===== src/rtl/parking_manager_if.sv =====
// Request/response bundle between the button/tick front end and the parking manager.
interface parking_manager_if #(
  parameter int NUM_SLOTS = 4,
  parameter int SLOT_W    = 2,
  parameter int CAP_W     = 3
);
  logic                 tick_1s;
  logic                 entry_signal;
  logic                 exit_signal;
  logic [SLOT_W-1:0]    exit_slot;
  logic                 is_open;
  logic                 is_full;
  logic                 bad_exit;
  logic [NUM_SLOTS-1:0] spots;
  logic [CAP_W-1:0]     capacity;
  logic [SLOT_W-1:0]    location;
  logic [SLOT_W-1:0]    entry_slot;
  logic                 exit_valid;
  logic [6:0]           exit_minutes;
  logic [5:0]           exit_seconds;

  modport master (
    output tick_1s, entry_signal, exit_signal, exit_slot,
    input  is_open, is_full, bad_exit, spots, capacity, location, entry_slot,
           exit_valid, exit_minutes, exit_seconds
  );
  modport slave (
    input  tick_1s, entry_signal, exit_signal, exit_slot,
    output is_open, is_full, bad_exit, spots, capacity, location, entry_slot,
           exit_valid, exit_minutes, exit_seconds
  );
endinterface


===== src/rtl/parking_manager.sv =====
// Parking lot manager: lowest-index-first slot allocation, per-slot stay timers,
// exit duration reporting. All outputs registered, one cycle after the request.
module parking_slot_timer #(
  parameter int TW          = 13,
  parameter int MAX_SECONDS = 5999
) (
  input  logic          clk,
  input  logic          reset,
  input  logic          clr,
  input  logic          inc,
  output logic [TW-1:0] t
);
  always_ff @(posedge clk or negedge reset) begin
    if (!reset)                              t <= '0;
    else if (clr)                            t <= '0;
    else if (inc && t != TW'(MAX_SECONDS))   t <= t + 1'b1;
  end
endmodule

module parking_manager #(
  parameter int NUM_SLOTS   = 4,
  parameter int SLOT_W      = 2,
  parameter int CAP_W       = 3,
  parameter int MAX_SECONDS = 5999
) (
  input logic              clk,
  input logic              reset,
  parking_manager_if.slave bus
);
  localparam int TW = $clog2(MAX_SECONDS + 1);

  logic [NUM_SLOTS-1:0]         spots_q, spots_nxt, exit_mask, alloc_mask, clr_mask;
  logic [NUM_SLOTS-1:0][TW-1:0] timer;
  logic [TW-1:0]                exit_time;
  logic [CAP_W-1:0]             cap_q;
  logic [SLOT_W-1:0]            free_idx, loc_q, eslot_q;
  logic                         ent_ok, ex_ok;
  logic                         open_q, full_q, bad_q, ev_q;
  logic [6:0]                   min_q;
  logic [5:0]                   sec_q;

  // Lowest clear bit; 0 when every slot is taken.
  function automatic logic [SLOT_W-1:0] low_free(input logic [NUM_SLOTS-1:0] s);
    low_free = '0;
    for (int i = NUM_SLOTS - 1; i >= 0; i--)
      if (!s[i]) low_free = SLOT_W'(i);
  endfunction

  always_comb begin
    exit_mask  = '0;
    alloc_mask = '0;
    exit_time  = '0;
    free_idx   = low_free(spots_q);
    ent_ok     = bus.entry_signal && (cap_q != '0);
    // Out-of-range slot indices match no mask bit, so they fall out as invalid.
    for (int i = 0; i < NUM_SLOTS; i++)
      exit_mask[i] = (bus.exit_slot == SLOT_W'(i));
    ex_ok = bus.exit_signal && |(exit_mask & spots_q);
    for (int i = 0; i < NUM_SLOTS; i++) begin
      alloc_mask[i] = ent_ok && (free_idx == SLOT_W'(i));
      if (exit_mask[i]) exit_time = timer[i];
    end
    clr_mask  = alloc_mask | (ex_ok ? exit_mask : '0);
    spots_nxt = (spots_q & ~(ex_ok ? exit_mask : '0)) | alloc_mask;
  end

  for (genvar g = 0; g < NUM_SLOTS; g++) begin : g_slot
    parking_slot_timer #(.TW(TW), .MAX_SECONDS(MAX_SECONDS)) u_tmr (
      .clk   (clk),
      .reset (reset),
      .clr   (clr_mask[g]),
      .inc   (bus.tick_1s & spots_q[g]),
      .t     (timer[g])
    );
  end

  always_ff @(posedge clk or negedge reset) begin
    if (!reset) begin
      spots_q <= '0;
      cap_q   <= CAP_W'(NUM_SLOTS);
      loc_q   <= '0;
      eslot_q <= '0;
      open_q  <= 1'b0;
      full_q  <= 1'b0;
      bad_q   <= 1'b0;
      ev_q    <= 1'b0;
      min_q   <= '0;
      sec_q   <= '0;
    end else begin
      spots_q <= spots_nxt;
      cap_q   <= cap_q + CAP_W'(ex_ok) - CAP_W'(ent_ok);
      loc_q   <= low_free(spots_nxt);
      open_q  <= ent_ok | ex_ok;
      full_q  <= bus.entry_signal && !ent_ok;
      bad_q   <= bus.exit_signal && !ex_ok;
      ev_q    <= ex_ok;
      if (ent_ok) eslot_q <= free_idx;
      if (ex_ok) begin
        min_q <= 7'(exit_time / TW'(60));
        sec_q <= 6'(exit_time % TW'(60));
      end
    end
  end

  assign bus.spots        = spots_q;
  assign bus.capacity     = cap_q;
  assign bus.location     = loc_q;
  assign bus.entry_slot   = eslot_q;
  assign bus.is_open      = open_q;
  assign bus.is_full      = full_q;
  assign bus.bad_exit     = bad_q;
  assign bus.exit_valid   = ev_q;
  assign bus.exit_minutes = min_q;
  assign bus.exit_seconds = sec_q;
endmodule


===== src/flat_wrapper.sv =====
// flat-port wrapper written by rule: the top's interface ports become plain ports
module parking_manager_flat 
#(
  parameter int NUM_SLOTS   = 4,
  parameter int SLOT_W      = 2,
  parameter int CAP_W       = 3,
  parameter int MAX_SECONDS = 5999
)
  (clk, reset, bus_tick_1s, bus_entry_signal, bus_exit_signal, bus_exit_slot, bus_is_open, bus_is_full, bus_bad_exit, bus_spots, bus_capacity, bus_location, bus_entry_slot, bus_exit_valid, bus_exit_minutes, bus_exit_seconds);
  parking_manager_if #(.NUM_SLOTS(NUM_SLOTS), .SLOT_W(SLOT_W), .CAP_W(CAP_W)) bus_i ();
  input logic clk;
  input logic reset;
  input wire logic [$bits(bus_i.tick_1s)-1:0] bus_tick_1s;
  input wire logic [$bits(bus_i.entry_signal)-1:0] bus_entry_signal;
  input wire logic [$bits(bus_i.exit_signal)-1:0] bus_exit_signal;
  input wire logic [$bits(bus_i.exit_slot)-1:0] bus_exit_slot;
  output wire logic [$bits(bus_i.is_open)-1:0] bus_is_open;
  output wire logic [$bits(bus_i.is_full)-1:0] bus_is_full;
  output wire logic [$bits(bus_i.bad_exit)-1:0] bus_bad_exit;
  output wire logic [$bits(bus_i.spots)-1:0] bus_spots;
  output wire logic [$bits(bus_i.capacity)-1:0] bus_capacity;
  output wire logic [$bits(bus_i.location)-1:0] bus_location;
  output wire logic [$bits(bus_i.entry_slot)-1:0] bus_entry_slot;
  output wire logic [$bits(bus_i.exit_valid)-1:0] bus_exit_valid;
  output wire logic [$bits(bus_i.exit_minutes)-1:0] bus_exit_minutes;
  output wire logic [$bits(bus_i.exit_seconds)-1:0] bus_exit_seconds;
  assign bus_i.tick_1s = bus_tick_1s;
  assign bus_i.entry_signal = bus_entry_signal;
  assign bus_i.exit_signal = bus_exit_signal;
  assign bus_i.exit_slot = bus_exit_slot;
  assign bus_is_open = bus_i.is_open;
  assign bus_is_full = bus_i.is_full;
  assign bus_bad_exit = bus_i.bad_exit;
  assign bus_spots = bus_i.spots;
  assign bus_capacity = bus_i.capacity;
  assign bus_location = bus_i.location;
  assign bus_entry_slot = bus_i.entry_slot;
  assign bus_exit_valid = bus_i.exit_valid;
  assign bus_exit_minutes = bus_i.exit_minutes;
  assign bus_exit_seconds = bus_i.exit_seconds;
  parking_manager #(.NUM_SLOTS(NUM_SLOTS), .SLOT_W(SLOT_W), .CAP_W(CAP_W), .MAX_SECONDS(MAX_SECONDS)) u_core (.clk(clk), .reset(reset), .bus(bus_i));
endmodule

===== config.mk =====
export PLATFORM = sky130hd
export DESIGN_NAME = parking_manager_flat
export DESIGN_NICKNAME = d
export VERILOG_FILES = /design/src/rtl/parking_manager_if.sv /design/src/rtl/parking_manager.sv /design/src/flat_wrapper.sv
export SDC_FILE = /design/constraint.sdc
export NUM_CORES = 1
export LEC_CHECK = 0
export BUFFER_PORTS_ARGS = -buffer_cell sky130_fd_sc_hd__buf_2
export CAP_MARGIN = 20
export CORE_AREA = 5 5 137 165
export DETAILED_ROUTE_END_ITERATION = 10
export DIE_AREA = 0 0 142 170
export GPL_TIMING_DRIVEN = 0
export REMOVE_ABC_BUFFERS = 1
export SETUP_SLACK_MARGIN = 0.2
export SLEW_MARGIN = 20
export SYNTH_ARGS = -nofsm -noshare
export SYNTH_HDL_FRONTEND = slang
export SYNTH_SLANG_ARGS = --single-unit

===== constraint.sdc =====
create_clock -name clk -period 4.7 [get_ports clk]
set_input_delay 0.47 -clock clk [delete_from_list [all_inputs] [get_ports clk]]
set_output_delay 0.47 -clock clk [all_outputs]
set_load 0.1 [all_outputs]

==> flow_summary_export.csv <==
group,metric,value,unit
run_status,status,"finished clean",
final_layout,fin_nets,604,
yosys,async_reset_ff_share,100,%
global_route,antenna_found_initial,0,
placed_design,place.gp.congestion,0.798,
sta,finalHoldViolCount,0,
global_route,grt_pass1_wl,21.5,mm
sta,max-slew-margin-rel,31.2,%
clock_network,clk_pin_slew,0.06,ns
critical_path,end_kind,"flip-flop",
critical_path,crit-reg2reg-capture,"u_core.bus.exit_seconds[3]$_DFFE_PN0P_",
drt,drt-total-wl,12.7,mm
critical_path,cp_max_fo,21,
global_route,grt_overflow,0,
drt,wl_per_cell,14.7,µm
drt,drt_iter0_drc,283,
power_and_ir_drop,power.leakage,2.49,nW
final_layout,antenna_cells,0,
power_and_ir_drop,vdd_drop_max,0.294,mV
yosys,synthesis.area,5120,µm²
clock_network,tritoncts,"built",
sta,worstMarginPinSlew,1.03,ns
sta,rsz0062_at_grt,"false",
critical_path,r2r_slack,0.58,ns
sta,setup_viol,0,
sta,fin_ws,0.499,ns
floorplan,fp.dieArea,24100,µm²
critical_path,crit_type,"in -> reg",
final_layout,layout-drive-gt1-share,17.1,%
drt,dr.pass1.iters,4,
sta,max_freq,0.238,GHz
drt,drt_drc_violations_left,0,
clock_network,cts_buffers,9,
critical_path,rr_worst_depth,13,
drt,ant_nets,0,
critical_path,crit_arrival,4.46,ns
global_route,grt_max_degree,46,
floorplan,die-width,142,µm
floorplan,start_util,24.7,%
yosys,synth.distinct_cells,75,
sta,slew_viol_final,0,
clock_network,clk-insertion-delay-late,0.34,ns
floorplan,core_area,20800,µm²
critical_path,rr_startpoint,"u_core.g_slot[1].u_tmr.t[7]$_DFFE_PN0P_",
drt,routed-via-count,4108,
sta,setup_tns,0,ns
yosys,synth_edf_count,0,
power_and_ir_drop,p_per_area,489,nW/µm²
yosys,synthCells,557,
global_route,track_usage,10.9,%
yosys,ys.flop_type,"dfrtp_1",
clock_network,h-tree-depth,3,
floorplan,pin_count,35,
clock_network,cts_hold_buf,0,
floorplan,fp.dieH,170,µm
worst_hold_path,hp-class,"in -> async",
final_layout,syn_to_final_growth,16.1,%
yosys,synth-seq-cells,80,
critical_path,crit_path_start_kind,"input pin",
floorplan,rows,58,
clock_network,clock-root-buffer,"clkbuf_16",
sta,layout_min_cycle_time,4.20,ns
final_layout,nFillCells,2237,
placed_design,dp_slack,-0.0766,ns
yosys,ys_warn_count,0,
placed_design,dp.cells,844,
drt,via_per_inst,4.75,
yosys,ys_seq_area_share,39.1,%
flow_run,drv_cap,0,
placed_design,io_buffer_count,34,
clock_network,clockBufferDepth,2,
final_layout,ff_latch_area,2000,µm²
global_route,grt_pass1_vias,4148,
critical_path,cp.required,4.96,ns
clock_network,cts_sinks,80,
final_layout,layout.cells.non_filler,865,
final_layout,multi_input_area,2960,µm²
sta,min_period_over_period,89.4,%
placed_design,hpwlAfterDp,9.43,mm
sta,skew,0.00696,ns
yosys,avgSynthCellArea,9.19,µm²
## timing repair
| action | 4_1_cts | 5_1_grt |
|---|---|---|
| setup buffers | 0 | 5 |
| endpoints found under the setup margin | 0 | 5 |
| gates resized for setup | 0 | 7 |
## critical path: stages
cell	delay, ns
clkbuf_4	0.32
mux4_2	0.72
and2_4	0.23
a32o_2	0.29
o21a_1	0.23
a21oi_1	0.38
nor2_2	0.15
mux2_4	0.34
nor3_2	0.30
o21bai_2	0.23
mux2i_2	0.15
o21a_1	0.16
or3_1	0.31
a31oi_1	0.17
## report_power, final
group	leakage [nW]	internal (mW)	total, mW	switching [mW]
Clock	0.141	0.441	0.722	0.282
Combinational	1.28	0.256	1.21	0.954
Sequential	1.06	0.829	0.976	0.147
Total	2.49	1.53	2.91	1.38
## synth_stat cells, types with 7 or more instances
library cell / instances / area share [%]
a21oi_1: 23 / 2.2
a31oi_1: 9 / 1.1
and2_1: 7 / 0.86
clkbuf_1: 8 / 0.59
dfrtp_1: 79 / 39
inv_1: 22 / 1.6
mux2i_1: 8 / 1.6
mux4_2: 13 / 5.7
nand2_1: 55 / 4.0
nand3_1: 27 / 2.6
nand4_1: 11 / 1.3
nor2_1: 77 / 5.6
nor3_1: 12 / 1.2
o21ai_0: 25 / 2.4
or3_1: 10 / 1.2
xnor2_1: 18 / 3.1
xor2_1: 32 / 5.5
## cells in the final DEF, fill, tap and decap left out, types with 8 or more instances in the layout
master	netlist	layout
a21oi_1	23	23
a31oi_1	9	8
buf_2	5	32
buf_4	2	8
clkbuf_16	0	9
dfrtp_1	79	79
inv_1	22	22
mux4_2	13	13
nand2_1	55	55
nand3_1	27	27
nand4_1	11	11
nor2_1	77	76
nor3_1	12	11
o21ai_0	25	23
or3_1	10	10
xnor2_1	18	18
xor2_1	32	32
## area by class of cell
cell class	instances	share of cell area (%)
Sequential cell	80	33.7
Clock inverter	4	0.884
Inverter	22	1.39
Clock buffer	12	4.31
Multi-Input combinational cell	435	49.7
Tap cell	270	5.68
Timing Repair Buffer	42	4.29
## kinds of logic after synthesis
group | count (synthesis) | share of synthesized area (%)
adders and majority gates | 10 | 2.49
xor gates and xnor gates | 50 | 8.56
DFF | 80 | 39.1
muxes | 24 | 8.07
buffers and inverters | 42 | 3.79
AOI/OAI and AO/OA | 109 | 14.7
and+or+nand+nor | 242 | 23.2
## registers in the layout (all words and copies together), names as in the netlist
register / count
u_core.bus.bad_exit: 1
u_core.bus.capacity: 3
u_core.bus.entry_slot: 2
u_core.bus.exit_minutes: 7
u_core.bus.exit_seconds: 6
u_core.bus.exit_valid: 1
u_core.bus.is_full: 1
u_core.bus.is_open: 1
u_core.bus.location: 2
u_core.bus.spots: 4
u_core.g_slot.u_tmr.t: 52
## worst max path at each step
stage | from | endpoint | slack (ns) | cells after the start
final | bus_exit_slot[0] | u_core.bus.exit_seconds[3]$_DFFE_PN0P_ | 0.50 | 14
after global routing | bus_exit_slot[0] | u_core.bus.exit_seconds[4]$_DFFE_PN0P_ | 0.20 | 14
after CTS | bus_exit_slot[0] | u_core.bus.exit_seconds[3]$_DFFE_PN0P_ | 0.28 | 14
after detailed placement | bus_exit_slot[0] | u_core.bus.exit_seconds[3]$_DFFE_PN0P_ | -0.08 | 14
after global placement | bus_exit_slot[0] | u_core.bus.exit_seconds[3]$_DFFE_PN0P_ | -0.07 | 14
after floorplan | bus_exit_slot[0] | u_core.bus.exit_seconds[3]$_DFFE_PN0P_ | 0.93 | 13
## layer usage
| layer | vias to the layer above | wire, µm | track usage, % |
|---|---|---|---|
| met2 | 40 | 7030 | 20.4 |
| met3 | 13 | 260 | 2.08 |
| met5 | - | 0 | 0 |
| met1 | 2008 | 5230 | 12.6 |
| met4 | 0 | 199 | 2.96 |
| li1 | 2047 | - | - |
## stage by stage
step / total power [mW] / hold WS, ns / util (%) / cell area (µm²)
final: 2.91 / 0.0936 / 28.6 / 5940
after global routing: 3.08 / 0.140 / 28.6 / 5940
after CTS: 2.96 / 0.111 / 28.3 / 5870
after detailed placement: 2.22 / 0.450 / 26.8 / 5560
after global placement: 2.19 / 0.449 / 26.6 / 5520
after floorplan: 1.93 / 0.174 / - / 5010
No activity file was read; power rests on OpenSTA's default activity.
